==> config.mk <==
export PLATFORM = sky130hd
export DESIGN_NAME = onehot_scan_encoder
export DESIGN_NICKNAME = d
export VERILOG_FILES = /design/src/rtl/onehot_scan_encoder.sv
export SDC_FILE = /design/constraint.sdc
export NUM_CORES = 1
export LEC_CHECK = 0
export CORE_MARGIN = 5
export CORE_UTILIZATION = 35
export CTS_CLUSTER_DIAMETER = 30
export CTS_CLUSTER_SIZE = 25
export DETAILED_ROUTE_END_ITERATION = 8
export GPL_TIMING_DRIVEN = 0
export SLEW_MARGIN = 20
export SYNTH_ARGS = -nofsm -noshare
export SYNTH_HDL_FRONTEND = slang
export SYNTH_SLANG_ARGS = --single-unit
==> constraint.sdc <==
create_clock -name clk -period 2.4 [get_ports clk]
set_input_delay 0.48 -clock clk [delete_from_list [all_inputs] [get_ports clk]]
set_output_delay 0.48 -clock clk [all_outputs]
set_load 0.1 [all_outputs]
==> src/rtl/onehot_scan_encoder.sv <==
// onehot_scan_encoder
// Synchronises and debounces eight one-hot sense lines, encodes the active
// line to a 3-bit index and hands each index out once over valid/ready.
// Multi-hot debounced vectors raise a one-cycle multi_err pulse.
// Optional build macro PRIORITY_ENCODE_EN: multi-hot vectors are encoded to
// their highest set bit and delivered as a normal event (multi_err still
// pulses). Without the macro, multi-hot vectors produce no event.
module onehot_scan_encoder #(
  parameter int DEBOUNCE_CYCLES = 16,
  parameter int CNT_W           = 16
) (
  input  logic       clk,
  input  logic       rst_n,
  input  logic [7:0] in_lines,
  output logic [2:0] code,
  output logic       code_valid,
  input  logic       code_ready,
  output logic       multi_err,
  output logic       busy
);

  localparam logic [CNT_W-1:0] CNT_MAX = CNT_W'(DEBOUNCE_CYCLES - 1);

  typedef enum logic [1:0] {IDLE, VALID, RELEASE} state_t;

  logic [7:0]       s1_reg, s2_reg, s2_prev_reg, db_reg;
  logic [CNT_W-1:0] cnt_reg, cnt_next;
  logic             stable, db_load;
  logic [2:0]       enc_idx;
  logic             db_onehot, db_multi;
  state_t           state_reg, state_next;
  logic [2:0]       code_reg, code_next;
  logic             code_valid_reg, code_valid_next;
  logic             multi_err_reg, multi_err_next;
  logic             busy_reg, busy_next;

  // Two-flop synchroniser plus the previous-sample register for debounce
  always_ff @(posedge clk or negedge rst_n) begin
    if (!rst_n) begin
      s1_reg      <= '0;
      s2_reg      <= '0;
      s2_prev_reg <= '0;
    end else begin
      s1_reg      <= in_lines;
      s2_reg      <= s1_reg;
      s2_prev_reg <= s2_reg;
    end
  end

  // Stability counter: restarts on any change, saturates at DEBOUNCE_CYCLES-1.
  // db loads on the edge where the counter reaches its terminal value, so a
  // vector stable from edge 2 lands in db at edge 2+DEBOUNCE_CYCLES.
  always_comb begin
    stable = (s2_reg == s2_prev_reg);
    if (!stable)
      cnt_next = '0;
    else if (cnt_reg == CNT_MAX)
      cnt_next = cnt_reg;
    else
      cnt_next = cnt_reg + 1'b1;
    db_load = stable && (cnt_next == CNT_MAX);
  end

  // Debounce counter and debounced vector
  always_ff @(posedge clk or negedge rst_n) begin
    if (!rst_n) begin
      cnt_reg <= '0;
      db_reg  <= '0;
    end else begin
      cnt_reg <= cnt_next;
      if (db_load)
        db_reg <= s2_reg;
    end
  end

  // Index of the highest set bit; for a one-hot vector this is the line index
  always_comb begin
    enc_idx = 3'd0;
    for (int i = 0; i < 8; i++) begin
      if (db_reg[i])
        enc_idx = 3'(i);
    end
    db_onehot = (db_reg != 8'd0) && ((db_reg & (db_reg - 8'd1)) == 8'd0);
    db_multi  = (db_reg != 8'd0) && !db_onehot;
  end

  // State and registered outputs
  always_ff @(posedge clk or negedge rst_n) begin
    if (!rst_n) begin
      state_reg      <= IDLE;
      code_reg       <= 3'd0;
      code_valid_reg <= 1'b0;
      multi_err_reg  <= 1'b0;
      busy_reg       <= 1'b0;
    end else begin
      state_reg      <= state_next;
      code_reg       <= code_next;
      code_valid_reg <= code_valid_next;
      multi_err_reg  <= multi_err_next;
      busy_reg       <= busy_next;
    end
  end

  // Next-state logic: one event per press, then wait for full release
  always_comb begin
    state_next = state_reg;
    case (state_reg)
      IDLE: begin
        if (db_onehot)
          state_next = VALID;
        else if (db_multi) begin
`ifdef PRIORITY_ENCODE_EN
          state_next = VALID;
`else
          state_next = RELEASE;
`endif
        end
      end
      VALID: begin
        if (code_valid_reg && code_ready)
          state_next = RELEASE;
      end
      RELEASE: begin
        if (db_reg == 8'd0)
          state_next = IDLE;
      end
      default: state_next = IDLE;
    endcase
  end

  // Output logic: next values of the registered outputs
  always_comb begin
    code_next       = code_reg;
    code_valid_next = code_valid_reg;
    multi_err_next  = 1'b0;
    busy_next       = (state_next != IDLE);
    case (state_reg)
      IDLE: begin
        if (db_onehot) begin
          code_next       = enc_idx;
          code_valid_next = 1'b1;
        end else if (db_multi) begin
          multi_err_next  = 1'b1;
`ifdef PRIORITY_ENCODE_EN
          code_next       = enc_idx;
          code_valid_next = 1'b1;
`endif
        end
      end
      VALID: begin
        if (code_valid_reg && code_ready)
          code_valid_next = 1'b0;
      end
      default: ;
    endcase
  end

  assign code       = code_reg;
  assign code_valid = code_valid_reg;
  assign multi_err  = multi_err_reg;
  assign busy       = busy_reg;

endmodule
### After elaboration in Yosys (flattened, before gate mapping)

Index checks and enable logic that the tools add are counted.

* add/subtract/negate cells: 2
* equality and inequality tests: 7
* multiplexer cells: 20
* bitwise operators: 1
* reductions and logical operators: 13

Operator list (count)
* == test 16 x 4 -> 1 bit (second input constant): 2
* 2-to-1 mux 16 bit: 2
* 2-to-1 mux 3 bit: 6
* adder 16 x 1 -> 16 bit (second input constant): 1
* logical NOT 8 bit: 2
* AND 8 bit: 1
* == test 8 bit: 1
* 2-to-1 mux 2 bit: 4
* nonzero test 8 bit: 1
* subtractor 8 x 1 -> 8 bit (second input constant): 1
* 2-to-1 mux 1 bit: 6
* case mux 2 bit (3 select lines): 1
* logical AND 1 bit: 4
* inequality test 2 bit (second input constant): 2
* nonzero test 2 bit: 2
* AND reduction 3 bit: 1
* == test 2 x 1 -> 1 bit (second input constant): 1
* == test 2 bit (second input constant): 1
* logical NOT 2 bit: 1
* case mux 1 bit (2 select lines): 1
* AND reduction 2 bit: 1
* logical NOT 1 bit: 1

* register bits: 56
* input bits: 11

### Depth between registers and ports, before layout

* depth after elaboration: 10
* mapped depth: 7
* depth with buffers taken out: 7

### Worst setup path before layout

OpenSTA, ideal clock, no wires.

* kind: register -> register
* start: register cnt_reg[0]
* end: register db_reg[0]
* library setup time: 0.125 ns
* arrival time: 2.361 ns
* setup slack: -0.085 ns
* stages on the path, launching flop included: 8
* period minus slack after synthesis: 2.485 ns
* cell sequence: dfrtp_1 > ha_1 > and3_1 > nand2_1 > nor3_1 > nand3_1 > a2111oi_4 > mux2_2

* longest elaborated chain between the ends: 5
* elaborated cells on any way between the ends: 6

Ends and longest elaborated chain
* start: declaration: line 27 `logic [CNT_W-1:0] cnt_reg, cnt_next;`
* start signal: assignment: line 70 `cnt_reg <= cnt_next;`
* adder 16 x 1 -> 16 bit or == test 16 x 4 -> 1 bit (tied branches): line 60, 57
* 2-to-1 mux 16 bit *: line 57 `else if (cnt_reg == CNT_MAX)`
* 2-to-1 mux 16 bit *: line 55 `if (!stable)`
* == test 16 x 4 -> 1 bit *: line 61 `db_load = stable && (cnt_next == CNT_MAX);`
* logical AND 1 bit *: line 61
* end signal: assignment: line 72 `db_reg <= s2_reg;`
* end: declaration: line 26 `logic [7:0] s1_reg, s2_reg, s2_prev_reg, db_reg;`

Every way passes the cells marked *; elsewhere a longest branch is shown, timed or not.
A chain may end at the register's enable or synchronous reset.

### Final worst setup path

* start: register cnt_reg[13]
* end: register db_reg[1]

The elaborated chain is that of the path after synthesis.

==> tab_implementation.tex <==
\begin{tabular}{lr}
\hline
Metric & Value \\
\hline
\multicolumn{2}{l}{\textbf{Setup path}} \\
Data arrival at the endpoint of the critical path & 2.62 ns \\
Critical Setup Path Class & reg2reg \\
Critical path fanouts, max & 8 \\
Critical path launch point & cnt\_reg[13] \\
Crit path launch type & flop \\
Depth of the worst register-to-register path & 7 \\
Setup slack on the worst flop-to-flop path & -0.02 ns \\
FF-to-FF Start & cnt\_reg[13] \\
Worst R2R End & db\_reg[1] \\
Timing endpoint of the critical path & db\_reg[1] \\
Data required time at the worst endpoint & 2.60 ns \\
Kind of end point of the critical path & flop \\
\multicolumn{2}{l}{\textbf{GRT}} \\
Antenna violations before repair & 0 \\
Wire length of the first global-routing pass & 7334 um \\
Total gr overflow & 0 \\
Total GRT Usage & 10.80\% \\
Number of global-route vias before repair & 1564 \\
Largest net degree at the start of global routing & 57 \\
\multicolumn{2}{l}{\textbf{Synthesis}} \\
Commonest register cell after synthesis & dfrtp\_1 \\
Average instance area after synthesis & 11.81 sq um \\
Number of storage elements in the synthesis netlist & 56 \\
Count of warnings emitted by yosys & 0 \\
Post-synth EDFFs & 0 \\
Post-synthesis cell type count & 40 \\
Syn Nets & 214 \\
Seq/Total Area, Yosys & 58.73\% \\
Post-synthesis instance total & 202 \\
Async S/R FF share, synth & 100.0\% \\
Synthesized area & 2386 sq um \\
\multicolumn{2}{l}{\textbf{Outcome}} \\
Status & complete, but fails checks \\
Violated checks & setup timing \\
\multicolumn{2}{l}{\textbf{Layout}} \\
Utilization after layout & 43.69\% \\
Diode insertion count for antenna repair & 0 \\
Fill cell count & 622 \\
Fraction of layout cells with a size suffix above 1 & 22.63\% \\
Area growth, synth to finish & 23.02\% \\
Nets@finish & 254 \\
Most used cells in the layout excluding fill and tap cells & dfrtp\_1 (51), nor2\_1 (27), buf\_4 (17), xor2\_1 (15), clkdlybuf4s50\_1 (14) \\
Flip-flop count of the largest register, all copies and words added & 16 \\
Leading cell type in the layout, fill and taps excluded & dfrtp\_1 \\
Design Area, Final & 2935 sq um \\
\multicolumn{2}{l}{\textbf{Routing}} \\
Vias per Instance & 5.034 \\
Routed via count & 1626 \\
DRT iter0 DRCs & 84 \\
Final wirelength & 4263 um \\
Final ANT Viol Nets & 0 \\
First-pass DRT Iterations & 4 \\
Number of remaining DRC errors & 0 \\
Routed wire per std cell & 13.20 um \\
\multicolumn{2}{l}{\textbf{Die}} \\
Die height & 92.57 um \\
Die Area & 8568 sq um \\
Die span in x & 92.57 um \\
Number of placement rows & 30 \\
Floorplan core area & 6719 sq um \\
Initial core utilization & 35.51\% \\
Number of placed I/O pins & 17 \\
\multicolumn{2}{l}{\textbf{Hold path}} \\
Class of the tightest hold or removal check & in2async \\
\multicolumn{2}{l}{\textbf{STA}} \\
Final worst-path cycle share & 101.0\% \\
Number of max-slew violations in the final report & 0 \\
Hold Vio Cnt, Final & 0 \\
Final worst clock skew & 0.01730 ns \\
Post-layout worst setup margin & -0.02410 ns \\
Relative slew margins & 34.83\% \\
Setup-failing EPs final & 8 \\
Fin crit period & 2.424 ns \\
Maximum achievable frequency & 412.5 MHz \\
Summed negative setup slack over all endpoints & -0.07816 ns \\
Transition time at the pin with the least slew margin & 0.9745 ns \\
RSZ-0062 raised after global routing & true \\
\multicolumn{2}{l}{\textbf{Clocking}} \\
Number of buffers created by CTS & 5 \\
Count of hold buffers inserted by post-cts repair & 0 \\
Clock root buffer master & clkbuf\_8 \\
Worst-skew pair later-pin latency & 0.32 ns \\
CTS H-Tree Depth & 2 \\
Clk pin slew, worst setup/hold paths & 0.11 ns \\
TritonCTS sink count & 56 \\
Clock Path Buffers & 2 \\
CTS tree & yes \\
\multicolumn{2}{l}{\textbf{Power and ir drop}} \\
Highest ir drop seen on vdd & 0.3594 mV \\
Power per cell area & 536.5 nW/um\^{}2 \\
Cell leakage power & 0.001307 uW \\
\multicolumn{2}{l}{\textbf{Placed design}} \\
Port Buffer Count & 16 \\
Estimated wirelength of the detail-placed design & 2727 um \\
Global placement routability congestion & 0.8234 \\
Placed cell area & 2649 sq um \\
\multicolumn{2}{l}{\textbf{Run}} \\
\# Max-Cap Violations & 0 \\
\hline
\end{tabular}
## Yosys cell counts (5+ instances only)
cell type	instances	area share (%)
a21oi_1	6	1.3
and3_1	5	1.3
dfrtp_1	56	59
inv_1	6	0.94
mux2_2	11	5.2
nand2_1	10	1.6
nand3_1	7	1.5
nand4_1	5	1.3
nor2_1	27	4.2
nor3_1	11	2.3
xnor2_1	8	2.9
xor2_1	15	5.5
## kinds of logic after synthesis
| logic type | after synthesis | synth area share (%) |
|---|---|---|
| AOI/OAI and AO/OA | 21 | 6.870 |
| xor gates and xnor gates | 23 | 8.443 |
| adders and majority gates | 2 | 0.9438 |
| buffers and inverters | 7 | 1.101 |
| DFF | 56 | 58.73 |
| muxes | 12 | 5.611 |
| and+or+nand+nor | 81 | 18.30 |
## metrics by stage
step | instances | hold slack, ns | worst slack (ns) | power, uW
floorplan | 202 | 0.1844 | 0.01422 | 1001
global placement | 298 | 0.3316 | -0.8642 | 1039
detailed placement | 298 | 0.3358 | -0.3095 | 1040
CTS | 319 | 0.2164 | -0.007056 | 1600
global route | 323 | 0.2507 | -0.1167 | 1644
finish | 323 | 0.1829 | -0.02410 | 1575
## worst min path at each step
stage	to	slack [ns]	cells after the start
2_1_floorplan	busy	0.18	0
3_3_place_gp	s2_reg[2]	0.33	0
3_5_place_dp	s2_reg[0]	0.34	0
4_1_cts	cnt_reg[6]	0.22	1
5_1_grt	cnt_reg[6]	0.25	1
6_report	cnt_reg[2]	0.18	1
## metal layers
layer | part of all wire, % | routed length [um] | track usage [%]
met5 | 0 | 0 | 0
met4 | 1.7 | 74 | 5.198
met3 | 4.5 | 190 | 2.762
met2 | 46 | 1970 | 17.10
met1 | 48 | 2027 | 13.74
## worst max-delay path, stage by stage (launching register included)
cell and delay (ns):
dfrtp_2 0.46, nor4_4 0.32, nand4_2 0.20, o21a_1 0.21
or3_4 0.38, a2111oi_4 0.21, buf_6 0.19, mux2_2 0.33
## timing repair
item | 4_1_cts | 5_1_grt
endpoints found under the setup margin | 11 | 12
buffers inserted | 13 | 4
resized for setup | 13 | 4
hold endpoints to repair | 0 | 0
pin swaps | 4 | 6
## layout make-up
class / instances / area (sq um) / area share (%)
Clock buffer: 5 / 68.82 / 2.344
Timing Repair Buffer: 33 / 291.5 / 9.932
Sequential cell: 56 / 1408 / 47.95
Multi-Input combinational cell: 139 / 1012 / 34.48
Clock inverter: 3 / 28.78 / 0.9804
Tap cell: 80 / 100.1 / 3.410
Inverter: 6 / 22.52 / 0.7673
Buffer: 1 / 3.754 / 0.1279
## power breakdown
group | internal [uW] | switching (uW) | total (uW)
Combinational | 20.5 | 23.9 | 44.4
Clock | 221 | 335 | 556
Sequential | 963 | 11.2 | 975
Total | 1200 | 370 | 1570
(Power assumes the default switching activity.)
